==> src/rtl/alu_arbiter.sv <==
// ---------------------------------------------------------------------------
// alu_arbiter
//
// Shares one registered 64-bit ALU between NREQ requesters. A round-robin
// arbiter picks at most one requester per cycle and drives its opcode and
// operands onto the ALU inputs. A small valid+tag pipeline follows each
// operation through the ALU latency. When the result appears, it is written
// into a response FIFO together with the requester tag. Issue is
// credit-guarded so that the FIFO can never overflow.
//
// Ports:
//   clk             clock, all state updates on posedge
//   rst             synchronous active-high reset
//   req_valid       per-requester request valid            [NREQ]
//   req_op          packed opcodes, requester i at [5i+4:5i]
//   req_a, req_b    packed 64-bit operands, requester i at [64i+63:64i]
//   req_ready       one-hot-or-zero grant                   [NREQ]
//   alu_instruction opcode to the ALU (5'd31 when idle)
//   alu_a, alu_b    operands to the ALU (0 when idle)
//   alu_result      registered ALU result
//   rsp_valid       response FIFO non-empty
//   rsp_ready       consumer accepts the head response
//   rsp_data        result at the FIFO head (0 when empty)
//   rsp_id          requester tag at the FIFO head (0 when empty)
//   busy            an op is in flight or the FIFO holds a result
// ---------------------------------------------------------------------------
module alu_arbiter #(
  parameter int NREQ       = 4,
  parameter int ALU_LAT    = 1,
  parameter int FIFO_DEPTH = 4,
  parameter int IDW        = $clog2(NREQ)
) (
  input  logic                 clk,
  input  logic                 rst,
  input  logic [NREQ-1:0]      req_valid,
  input  logic [NREQ*5-1:0]    req_op,
  input  logic [NREQ*64-1:0]   req_a,
  input  logic [NREQ*64-1:0]   req_b,
  output logic [NREQ-1:0]      req_ready,
  output logic [4:0]           alu_instruction,
  output logic [63:0]          alu_a,
  output logic [63:0]          alu_b,
  input  logic [63:0]          alu_result,
  output logic                 rsp_valid,
  input  logic                 rsp_ready,
  output logic [63:0]          rsp_data,
  output logic [IDW-1:0]       rsp_id,
  output logic                 busy
);

  localparam int PW   = $clog2(FIFO_DEPTH);
  localparam int CW   = $clog2(FIFO_DEPTH) + 1;
  localparam int INFW = $clog2(ALU_LAT + 2);

  // Arbitration state: index of the most recently granted requester.
  logic [IDW-1:0]  last;

  // In-flight tracking. Stage 0 holds the op granted in the previous cycle.
  // The last stage holds the op whose result is on alu_result this cycle.
  logic [ALU_LAT-1:0] pv;
  logic [IDW-1:0]     pt [ALU_LAT];

  // Response FIFO.
  logic [63:0]     mem    [FIFO_DEPTH];
  logic [IDW-1:0]  mem_id [FIFO_DEPTH];
  logic [PW-1:0]   wptr;
  logic [PW-1:0]   rptr;
  logic [CW-1:0]   fifo_count;

  logic [INFW-1:0] inflight_count;
  logic            issue_ok;
  logic            grant_found;
  logic [IDW-1:0]  grant_idx;
  logic [IDW-1:0]  cand;
  logic            grant;
  logic            push;
  logic            pop;

  always_comb begin
    inflight_count = '0;
    for (int j = 0; j < ALU_LAT; j++) begin
      inflight_count = inflight_count + INFW'(pv[j]);
    end
  end

  // Credit is based only on registered counts. A pop this cycle therefore
  // frees its slot one cycle later. The op granted this cycle appears in
  // inflight_count from the next cycle on. Because at most one op is
  // granted per cycle, the FIFO cannot overflow.
  assign issue_ok = (int'(fifo_count) + int'(inflight_count)) < FIFO_DEPTH;

  // Round-robin scan starting just after the last granted requester.
  always_comb begin
    grant_found = 1'b0;
    grant_idx   = '0;
    cand        = '0;
    for (int off = 1; off <= NREQ; off++) begin
      cand = IDW'((int'(last) + off) % NREQ);
      if (!grant_found && req_valid[cand]) begin
        grant_found = 1'b1;
        grant_idx   = cand;
      end
    end
  end

  // A grant always coincides with a transfer, because only valid requesters
  // are candidates.
  assign grant = !rst && issue_ok && grant_found;

  always_comb begin
    req_ready = '0;
    if (grant) begin
      req_ready[grant_idx] = 1'b1;
    end
  end

  always_comb begin
    alu_instruction = 5'd31;
    alu_a           = '0;
    alu_b           = '0;
    if (grant) begin
      alu_instruction = req_op[int'(grant_idx)*5 +: 5];
      alu_a           = req_a[int'(grant_idx)*64 +: 64];
      alu_b           = req_b[int'(grant_idx)*64 +: 64];
    end
  end

  assign push      = pv[ALU_LAT-1];
  assign rsp_valid = !rst && (fifo_count != '0);
  assign pop       = rsp_valid && rsp_ready;
  assign rsp_data  = (fifo_count != '0) ? mem[rptr]    : '0;
  assign rsp_id    = (fifo_count != '0) ? mem_id[rptr] : '0;
  assign busy      = !rst && ((fifo_count != '0) || (|pv));

  // Control state: arbitration pointer, tracking pipeline, FIFO pointers.
  always_ff @(posedge clk) begin
    if (rst) begin
      last       <= IDW'(NREQ - 1);
      pv         <= '0;
      wptr       <= '0;
      rptr       <= '0;
      fifo_count <= '0;
      for (int j = 0; j < ALU_LAT; j++) begin
        pt[j] <= '0;
      end
    end else begin
      if (grant) begin
        last <= grant_idx;
      end
      pv[0] <= grant;
      pt[0] <= grant_idx;
      for (int j = 1; j < ALU_LAT; j++) begin
        pv[j] <= pv[j-1];
        pt[j] <= pt[j-1];
      end
      if (push) begin
        wptr <= wptr + PW'(1);
      end
      if (pop) begin
        rptr <= rptr + PW'(1);
      end
      if (push && !pop) begin
        fifo_count <= fifo_count + CW'(1);
      end else if (!push && pop) begin
        fifo_count <= fifo_count - CW'(1);
      end
    end
  end

  // FIFO storage needs no reset. Entries are only visible while counted.
  always_ff @(posedge clk) begin
    if (push) begin
      mem[wptr]    <= alu_result;
      mem_id[wptr] <= pt[ALU_LAT-1];
    end
  end

endmodule
==> config.mk <==
export PLATFORM = sky130hd
export DESIGN_NAME = alu_arbiter
export DESIGN_NICKNAME = d
export VERILOG_FILES = /design/src/rtl/alu_arbiter.sv
export SDC_FILE = /design/constraint.sdc
export NUM_CORES = 1
export LEC_CHECK = 0
export BUFFER_PORTS_ARGS = -buffer_cell sky130_fd_sc_hd__buf_4
export CAP_MARGIN = 20
export CORE_AREA = 2 2 310 312
export CTS_CLUSTER_SIZE = 24
export DETAILED_ROUTE_END_ITERATION = 12
export DIE_AREA = 0 0 312 314
export GPL_TIMING_DRIVEN = 0
export HOLD_SLACK_MARGIN = 0.15
export SETUP_SLACK_MARGIN = 0.15
export SLEW_MARGIN = 20
export SYNTH_ARGS = -nofsm -noshare
export SYNTH_HDL_FRONTEND = slang
export SYNTH_SLANG_ARGS = --single-unit
==> constraint.sdc <==
create_clock -name clk -period 3.1 [get_ports clk]
set_input_delay 0.465 -clock clk [delete_from_list [all_inputs] [get_ports clk]]
set_output_delay 0.465 -clock clk [all_outputs]
set_load 0.01 [all_outputs]
Yosys cells after proc, flatten, opt, wreduce, memory -nomap -nowiden
Memory sizes are Yosys's and may differ from the RTL's. A register that Yosys moved wholly into a read port is not among the register bits.
Index checks and enable logic that the tools add are counted.
- latch bits: 0
- input port bits: 603
- memories: 3
- logic and storage cells: 86
- RAM bits: 266
- output and inout bits: 205
- ROM bits: 0
- flip-flop bits (word level): 10
- $add $sub $neg: 9
- shifts and indexed selects: 3
- divide/modulo/power cells: 0
- multiplexer cells: 37
- equal/unequal tests: 0
- bitwise gates (word level): 0
- reduce and logical (&&, ||, !) cells: 21
- magnitude comparators: 7
- multiply operators: 1
- memories (name ; words ; width ; read ports ; clocked after memory_dff ; write ports ; RTL line ; source):
    mem ; 4 ; 64 ; 1 ; 1 ; 1 ; 64 ; logic [63:0] mem [FIFO_DEPTH];
    mem_id ; 4 ; 2 ; 1 ; 1 ; 1 ; 65 ; logic [IDW-1:0] mem_id [FIFO_DEPTH];
    pt ; 1 ; 2 ; 1 ; 0 ; 1 ; 61 ; logic [IDW-1:0] pt [ALU_LAT];
- operators with widths (cell ; count):
    256-bit by 9-bit variable part select with 64-bit output ; 2
    64-bit 2-to-1 mux ; 3
    2-bit 2-to-1 mux ; 10
    20-bit by 6-bit variable part select with 5-bit output ; 1
    2-bit by 3-bit < comparator with 1-bit output (second input constant) ; 5
    1-bit 2-to-1 mux ; 15
    1-bit logical AND ; 11
    2-bit by 1-bit adder with 2-bit output (second input constant) ; 4
    1-bit binary-select mux with 2-bit select ; 4
    1-bit zero test ; 6
    3-bit 2-to-1 mux ; 2
    2-bit by 3-bit multiplier with 5-bit output (second input constant) ; 1
    5-bit 2-to-1 mux ; 1
    2-bit adder (second input constant) ; 2
    3-bit by 1-bit adder with 4-bit output ; 1
    4-bit by 3-bit < comparator with 1-bit output (second input constant) ; 1
    4-bit 2-to-1 mux ; 1
    3-bit by 1-bit adder with 3-bit output (second input constant) ; 1
    3-bit nonzero test ; 1
    3-bit by 1-bit subtractor with 3-bit output (second input constant) ; 1
    1-bit demux with 2-bit select ; 1
    2-bit by 1-bit greater-or-equal comparator with 1-bit output (second input constant) ; 1
    2-bit nonzero test ; 1
    2-bit OR reduction ; 1
    1-bit logical OR ; 1

Longest topological paths before layout
Gate-level depths: netlist of run 1.
- depth after elaboration: 18
- depth in mapped cells: 11
- depth with buffers taken out: 9

Worst setup path before layout of run 1
No wires, ideal clock.
- path kind: flip-flop to flip-flop
- from: register wptr[0]
- to: memory mem[0][0] (enable)
- path slack: 0.577 ns
- buffers on the path: 0
- data arrival time: 2.093 ns
- period minus slack after synthesis: 2.523 ns
- required time: 2.669 ns
- stages on the path, launching flop included: 4
- setup time: 0.431 ns
- path through: dfxtp_1 -> inv_1 -> ha_1 -> and2_1
- RTL lines (item ; RTL line ; source):
    from (decl) ; 66 ; logic [PW-1:0] wptr;
    from (signal assigned) ; 157 ; wptr <= wptr + PW'(1);
    to (decl) ; 64 ;
No word-level cell before the write port.

Worst setup path in the final report of run 1
- from: register last[0]
- to: output alu_b[23]
- word-level cells in the longest chain between the ends: 15
- elaborated cells on any way between the ends: 29
- classes of those cells: add/sub (4); shift (1); mux (17); reduce/logical (7)
- ends and longest elaborated chain (item ; RTL line ; source):
    from (decl) ; 56 ; logic [IDW-1:0] last;
    from (signal assigned) ; 138 ; last <= IDW'(NREQ - 1);
    from (signal assigned) ; 148 ; last <= grant_idx;
    2-bit by 1-bit adder with 2-bit output ; 98 ; cand = IDW'((int'(last) + off) % NREQ);
    1-bit binary-select mux with 2-bit select ; 99 ; if (!grant_found && req_valid[cand]) begin
    1-bit 2-to-1 mux (implied by the code) ; 99 ;
    1-bit 2-to-1 mux ; 99 ;
    1-bit zero test ; 99 ;
    1-bit logical AND ; 99 ;
    1-bit 2-to-1 mux ; 99 ;
    1-bit zero test ; 99 ;
    1-bit logical AND ; 99 ;
    1-bit 2-to-1 mux ; 99 ;
    1-bit zero test ; 99 ;
    1-bit logical AND ; 99 ;
    2-bit 2-to-1 mux or 1-bit 2-to-1 mux (tied branches) ; 99 ;
    256-bit by 9-bit variable part select with 64-bit output or 1-bit logical AND (tied branches) ; 124, 108 ;
    64-bit 2-to-1 mux (*) ; 121 ; if (grant) begin
    to (decl) ; 42 ; output logic [63:0] alu_b,
Mark *: on every way between the ends. The rest lies on a longest branch, timed or not. The select of a mux whose other input is x is not followed.

==> insert_results.sql, run 1 <==
INSERT INTO impl_metrics (metric_group, metric, value, unit) VALUES
('cts', 'clkLatencyLatePin', '0.57', 'ns'),
('cells_and_area', 'syn2layout_area_growth', '83.3', '%'),
('synthesis', 'synth.yosys.warnings', '0', ''),
('cts', 'cts_made_buffers', '28', ''),
('sta', 'fmaxAchievable', '315', 'MHz'),
('run_status', 'failed_checks', 'setup timing', ''),
('setup_path', 'arrival', '2.71', 'ns'),
('sta', 'setup-violations-final', '39', ''),
('synthesis', 'syn-instance-count', '972', ''),
('run', 'cap_viol_max_count', '0', ''),
('place', 'gpl.final_weighted_congestion', '0.928', ''),
('setup_path', 'crit_path_max_fanout', '8', ''),
('cells_and_area', 'final_net_count', '2559', ''),
('synthesis', 'synthDistinctLibCells', '41', ''),
('power', 'p_leak', '10.9', 'nW'),
('power', 'power_report.internal_total', '13.0', 'mW'),
('cts', 'cts_tree', 'built', ''),
('floorplanning', 'num_io_pins', '808', ''),
('cts', 'cts_max_path_buffers', '3', ''),
('global_routing', 'grt_usage', '21.2', '%'),
('sta', 'timing.final.hold_violations', '0', ''),
('power', 'netSwitchingFraction', '38.3', '%'),
('floorplanning', 'die_h', '314', 'um'),
('sta', 'drv_slew', '0', ''),
('routing', 'firstDrtPassIters', '5', ''),
('global_routing', 'grt_pass1_vias', '13800', ''),
('synthesis', 'postSynthRegisterBits', '278', ''),
('setup_path', 'crit_type', 'reg -> out', ''),
('synthesis', 'synthesis.area', '0.0146', 'mm^2'),
('routing', 'detail_route.drc_violations', '0', ''),
('cts', 'cts_h_tree_lvls', '1', ''),
('sta', 'fin_ws', '-0.0723', 'ns'),
('sta', 'timing_worst_slew_pin_value', '0.867', 'ns'),
('synthesis', 'main_synth_ff_type', 'edfxtp_1', ''),
('setup_path', 'r2r_setup_slack', '0.40', 'ns'),
('floorplanning', 'design.die.area', '0.0980', 'mm^2'),
('synthesis', 'synth_edf_count', '264', ''),
('sta', 'final.period_utilization', '102', '%'),
('cells_and_area', 'layout-drive-gt1-share', '62.0', '%'),
('floorplanning', 'rows', '113', ''),
('floorplanning', 'initial_utilization', '15.5', '%'),
('setup_path', 'cp_data_required_time', '2.63', 'ns'),
('power', 'power_per_cell_area', '783', 'mW/mm^2'),
('power', 'power_frac_comb', '61.7', '%'),
('routing', 'vias_per_cell', '4.22', ''),
('floorplanning', 'dieWidth', '312', 'um'),
('routing', 'totalWireLength', '109000', 'um'),
('synthesis', 'ys_async_sr_fraction', '0', '%'),
('floorplanning', 'core', '0.0944', 'mm^2'),
('sta', 'fin_worst_skew', '0.0128', 'ns'),
('sta', 'tns', '-0.960', 'ns'),
('cts', 'path_clk_slew', '0.07', 'ns'),
('setup_path', 'end_kind', 'output port', ''),
('sta', 'rsz_0062_raised_after_global_routing', 'yes', ''),
('worst_hold_path', 'timing.hold.worst.class', 'in -> reg', ''),
('synthesis', 'synth_sequential_area_ratio', '56.1', '%'),
('synthesis', 'syn_avg_cell_area', '15.1', 'um^2'),
('cts', 'clk_root_buffer_cell', 'clkbuf_16', ''),
('power', 'share_clk_of_total_power', '15.6', '%'),
('global_routing', 'first_pass_grt_wire_length', '136000', 'um'),
('place', 'io_buffer_count', '807', ''),
('run_status', 'run_status', 'complete, but fails checks', ''),
('sta', 'post-route-min-period', '3.17', 'ns'),
('power', 'fin_total_pwr', '21.0', 'mW'),
('routing', 'drt_iter0_markers', '1113', ''),
('cells_and_area', 'final_util', '28.4', '%'),
('routing', 'route.vias.total', '13800', ''),
('synthesis', 'synth.net_count', '1581', ''),
('sta', 'timing.slew.headroom', '42.2', '%'),
('power', 'sequentialPowerShare', '22.7', '%'),
('place', 'detailed_place_hpwl', '92400', 'um'),
('global_routing', 'grt_antenna_before_repair', '83', ''),
('setup_path', 'timing.critical_path.from_type', 'register', ''),
('power', 'peakVddDrop', '0.000501', 'V'),
('global_routing', 'grt_start_max_net_pins', '37', ''),
('routing', 'final_antenna_net_count', '0', ''),
('sta', 'worst_hold_slack', '0.252', 'ns'),
('power', 'net_sw_power', '8.05', 'mW'),
('routing', 'wire_per_inst', '33.3', 'um'),
('cts', 'numClockSinks', '278', ''),
('global_routing', 'grt_overflow_total', '0', '');
## power by group through the flow
stage / Clock [mW] / Sequential, mW / Combinational (mW)
6_report: 3.28 / 4.77 / 13.0
5_1_grt: 3.53 / 4.81 / 13.6
4_1_cts: 3.40 / 4.78 / 12.1
3_5_place_dp: 0 / 4.85 / 10.3
3_3_place_gp: 0 / 4.89 / 10.2
2_1_floorplan: 0 / 4.83 / 5.12
## worst max-delay path, stage by stage (launching register included)
cell and delay, ns:
dfxtp_4 0.37, nor2b_4 0.05, o21ai_4 0.17, o311a_4 0.23, buf_12 0.14, buf_16 0.17, buf_4 0.17, buf_12 0.17
mux2i_4 0.38, o22ai_2 0.11, buf_4 0.16
## metal layers
metal  routed length (um)  track usage (%)  share of wire (%)
met1                43300             27.0                 40
met2                49800             33.3                 46
met3                11400             6.46                 10
met4                 4660             8.98                4.3
met5                   92                0              0.084
## path summary, 6_finish.rpt
kind	start	to	cells after the start
min reg2reg	pt[0][0]$_SDFF_PP0_	mem_id[0][0]$_DFFE_PP_	0
max	last[0]$_SDFFE_PP1P_	alu_b[23]	10
max reg2reg	fifo_count[0]$_SDFFE_PP0P_	fifo_count[2]$_SDFFE_PP0P_	11
min	rst	last[0]$_SDFFE_PP1P_	3
## cell type report
class,instances,area (um^2)
Antenna cell,42,105
Buffer,81,963
Clock buffer,30,708
Clock inverter,21,180
Fill cell,9787,67600
Inverter,4,17.5
Multi-Input combinational cell,608,7080
Sequential cell,278,8210
Tap cell,1265,1580
Timing Repair Buffer,949,7970
## cell families after synthesis
kind of cell	synth area share, %
multiplexers	27.8
AND/OR/NAND/NOR	4.52
flip-flops	56.1
adder cells (fa/ha/maj)	0.564
AO/OA/AOI/OAI	6.66
buffers and inverters	4.05
XOR/XNOR	0.299
## what timing repair did
action                     4_1_cts  5_1_grt
setup endpoints to repair      176      137
buffers inserted                38       20
hold buffers                    65        0
cloned                           7        8
hold endpoints to repair       257        0
gates resized for setup        244      159
pin swaps                       50       60
## flip-flops by register name, summed over array words and instances (netlist names), named ones only
name	count
fifo_count	3
last	2
mem	256
mem_id	8
pt	2
push	1
rptr	2
wptr	2
## cell usage after synthesis, types with 10 or more instances
master	instances	area (um^2)
dfxtp_1	14	280
nand2_1	14	52.6
buf_2	19	95.1
and2_1	70	438
buf_6	14	158
a21oi_1	13	65.1
clkbuf_1	33	124
nor2_1	17	63.8
mux4_2	66	1490
buf_8	10	150
edfxtp_1	264	7930
o22ai_1	128	801
mux2i_1	258	2580
## placed cells by master (no fill, tap or decap), types with 8 or more instances in the layout
cell type / count
nor2_1: 16
mux2i_4: 56
and2_1: 66
buf_4: 819
clkbuf_1: 8
a21oi_1: 13
buf_8: 10
buf_12: 32
edfxtp_1: 264
o22ai_1: 75
buf_6: 40
buf_16: 18
mux4_2: 66
diode_2: 42
o22ai_2: 49
clkbuf_16: 36
clkbuf_2: 17
dfxtp_1: 13
mux2i_1: 176
dlygate4sd3_1: 65
buf_2: 10
nand2_1: 14
mux2i_2: 26
## per-stage QoR
stage | instance area, um^2 | std cells | setup slack [ns]
finish | 26800 | 3278 | -0.0723
global route | 26800 | 3259 | -0.236
CTS | 25700 | 3209 | -0.229
detailed placement | 22400 | 3048 | -0.785
global placement | 22300 | 3044 | -0.991
floorplan | 14600 | 972 | 0.577
(Power assumes the default switching activity.)
==> inputs of run 2 (changes only) <==
==> constraint.sdc (replaced) <==
create_clock -name clk -period 3.1 [get_ports clk]
set_input_delay 0.31 -clock clk [delete_from_list [all_inputs] [get_ports clk]]
set_output_delay 0.31 -clock clk [all_outputs]
set_load 0.01 [all_outputs]
==> run 2 against run 1 <==
  * Sequential share of layout area unchanged
  * Maximum frequency increased by 3.1%
  * Non-clock buffer count decreased by 5
  * Critical path type unchanged
  * Clock power about the same
  * Cell area unchanged
  * Routed wire length about the same
  * Count of clock-buffer cells in the layout unchanged
  * Worst hold slack got worse by 0.016 ns
  * Final cell count decreased by 0.34%
  * The run now ends clean
==> insert_results.sql, run 2 (synthesized netlist as in run 1, its figures left out) <==
INSERT INTO impl_metrics (metric_group, metric, value, unit) VALUES
('run_status', 'run_status', 'completed', ''),
('place', 'gpl.final_weighted_congestion', '0.928', ''),
('cells_and_area', 'commonest_cells_after_routing_fill_and_taps_aside', 'buf_4 (815), edfxtp_1 (264), mux2i_1 (172), o22ai_1 (73)', ''),
('setup_path', 'critPathMostFrequentCell', 'buf_16', ''),
('place', 'detailed_place_hpwl', '92400', 'um'),
('sta', 'fin_worst_skew', '0.0105', 'ns'),
('sta', 'final.period_utilization', '99.2', '%'),
('setup_path', 'worstPathCellList', 'nor2b_4 > o21ai_4 > o311a_4 > buf_12 > buf_16 > buf_16 > mux2i_4 > o22ai_2 > buf_4', ''),
('setup_path', 'regToRegEndpoint', 'fifo_count[2]$_SDFFE_PP0P_', ''),
('routing', 'drt_iter0_markers', '1070', ''),
('setup_path', 'crit_path_max_fanout', '8', ''),
('routing', 'wire_per_inst', '33.4', 'um'),
('routing', 'firstDrtPassIters', '5', ''),
('setup_path', 'crit_type', 'reg -> out', ''),
('cts', 'numClockSinks', '278', ''),
('sta', 'timing_worst_slew_pin_value', '0.884', 'ns'),
('cts', 'cts_tree', 'built', ''),
('setup_path', 'slowest_delay', '0.48', 'ns'),
('cts', 'cts_made_buffers', '28', ''),
('setup_path', 'cp-startpoint', 'last[0]$_SDFFE_PP1P_', ''),
('global_routing', 'groute.layer.met2.usage', '33.6', '%'),
('cts', 'path_clk_slew', '0.07', 'ns'),
('global_routing', 'grt_overflow_total', '0', ''),
('power', 'fin_total_pwr', '21.0', 'mW'),
('sta', 'worst_hold_slack', '0.236', 'ns'),
('cells_and_area', 'regMostFlops', 'mem', ''),
('setup_path', 'timing.critical_path.max_delay_family', 'buffers and inverters', ''),
('sta', 'setup-violations-final', '0', ''),
('setup_path', 'cp_data_required_time', '2.79', 'ns'),
('worst_hold_path', 'hold_path.startpoint', 'rst', ''),
('floorplanning', 'core', '0.0944', 'mm^2'),
('floorplanning', 'rows', '113', ''),
('global_routing', 'first_pass_grt_wire_length', '136000', 'um'),
('cells_and_area', 'reg.largest.list', 'mem (256), mem_id (8), fifo_count (3)', ''),
('cells_and_area', 'layout-drive-gt1-share', '61.9', '%'),
('cts', 'clk_root_buffer_cell', 'clkbuf_16', ''),
('global_routing', 'grt.met3_usage', '7.19', '%'),
('setup_path', 'arrival', '2.77', 'ns'),
('global_routing', 'grtUsageMet1', '26.6', '%'),
('cells_and_area', 'max_ffs_per_register', '256', ''),
('global_routing', 'grt_antenna_before_repair', '89', ''),
('place', 'io_buffer_count', '807', ''),
('cts', 'cts_max_path_buffers', '3', ''),
('global_routing', 'grt.busiest_layer', 'met2', ''),
('setup_path', 'r2r_setup_slack', '0.31', 'ns'),
('routing', 'route.vias.total', '13900', ''),
('power', 'p_leak', '10.9', 'nW'),
('sta', 'timing.final.hold_violations', '0', ''),
('power', 'power_per_cell_area', '782', 'mW/mm^2'),
('global_routing', 'grt_pass1_vias', '13700', ''),
('cts', 'cts_h_tree_lvls', '1', ''),
('floorplanning', 'die_h', '314', 'um'),
('run', 'cap_viol_max_count', '0', ''),
('cells_and_area', 'most_common_cell_after_layout_fill_and_taps_aside', 'buf_4', ''),
('sta', 'drv_slew', '0', ''),
('sta', 'timing.slew.headroom', '41.1', '%'),
('worst_hold_path', 'whs_endpoint', 'last[1]$_SDFFE_PP1P_', ''),
('cells_and_area', 'final_net_count', '2554', ''),
('global_routing', 'grt_usage', '21.2', '%'),
('routing', 'vias_per_cell', '4.24', ''),
('sta', 'post-route-min-period', '3.08', 'ns'),
('floorplanning', 'dieWidth', '312', 'um'),
('sta', 'fmaxAchievable', '325', 'MHz'),
('floorplanning', 'design.die.area', '0.0980', 'mm^2'),
('setup_path', 'worst_r2r_path_depth', '11', ''),
('sta', 'rsz_0062_raised_after_global_routing', 'yes', ''),
('setup_path', 'timing.critical_path.from_type', 'register', ''),
('routing', 'final_antenna_net_count', '0', ''),
('worst_hold_path', 'timing.hold.worst.class', 'in -> reg', ''),
('floorplanning', 'num_io_pins', '808', ''),
('routing', 'detail_route.drc_violations', '0', ''),
('cts', 'clkLatencyLatePin', '0.56', 'ns'),
('setup_path', 'end_kind', 'output port', ''),
('cells_and_area', 'syn2layout_area_growth', '83.3', '%'),
('setup_path', 'timing.critical_path.buf_inv', '4', ''),
('power', 'peakVddDrop', '0.000499', 'V'),
('setup_path', 'r2r_start', 'fifo_count[0]$_SDFFE_PP0P_', ''),
('floorplanning', 'initial_utilization', '15.5', '%'),
('worst_hold_path', 'min_delay_path_depth', '4', ''),
('global_routing', 'grt_start_max_net_pins', '37', ''),
('routing', 'totalWireLength', '109000', 'um'),
('setup_path', 'critical-path-slowest-cell', 'mux2i_4', '');
run 2: cell types whose count changed in the layout (fill, tap and decap cells not counted), sizes merged:
cell | before | now
buf | 929 | 924
clkbuf | 66 | 64
clkdlybuf4s15 | 0 | 1
diode | 42 | 36
dlygate4sd3 | 65 | 66
run 2: report_power, final:
| group | internal, mW | switching, mW | leakage [nW] |
|---|---|---|---|
| clock network | 1.78 | 1.51 | 0.438 |
| logic | 6.52 | 6.40 | 7.90 |
| registers | 4.63 | 0.140 | 2.53 |
run 2: layout make-up:
type | instances | area (um^2)
fillers | 9777 | 67600
flip-flops and latches | 278 | 8210
repair buffers | 944 | 7960
multi-input cells | 608 | 7160
well taps | 1265 | 1580
plain buffers | 81 | 907
clock buffers | 30 | 708
clock inverters | 21 | 180
diodes | 36 | 90.1
inverters | 4 | 17.5
run 2: worst max path at each step:
stage | cells past startpoint | slack (ns) | endpoint
2_1_floorplan | 3 | 0.58 | mem[0][0]$_DFFE_PP_
3_3_place_gp | 2 | -0.95 | mem[3][13]$_DFFE_PP_
3_5_place_dp | 10 | -0.47 | alu_b[5]
4_1_cts | 9 | -0.07 | alu_b[8]
5_1_grt | 9 | -0.08 | alu_b[8]
6_report | 9 | 0.02 | alu_b[8]
run 2: worst min-delay path, cell delays in order:
cell and delay (ns):
buf_4 0.14, a311oi_1 0.06, nand2_1 0.15, a21oi_1 0.09
run 2: stage by stage:
step / instances / worst slack [ns] / TNS [ns] / cell area [um^2] / utilization (%)
floorplan: 972 / 0.577 / 0 / 14600 / -
global placement: 3044 / -0.952 / -247.76 / 22300 / 23.6
detailed placement: 3048 / -0.475 / -11.47 / 22400 / 23.7
CTS: 3208 / -0.0733 / -0.692 / 25700 / 27.2
global route: 3253 / -0.0789 / -0.431 / 26800 / 28.4
finish: 3267 / 0.0233 / 0 / 26800 / 28.4
run 2: routing by layer:
layer | part of all wire (%) | up-vias
met5 | 0.16 | -
met4 | 4.1 | 26
met3 | 9.6 | 177
met2 | 46 | 838
met1 | 41 | 6895
li1 | - | 5922
run 2: repair_timing:
action,4_1_cts,5_1_grt
gates cloned,7,8
setup buffers,36,16
pin swaps,59,55
resized for setup,237,163
hold buffers,66,0
endpoints found under the setup margin,175,148
endpoints found under the hold margin,263,0
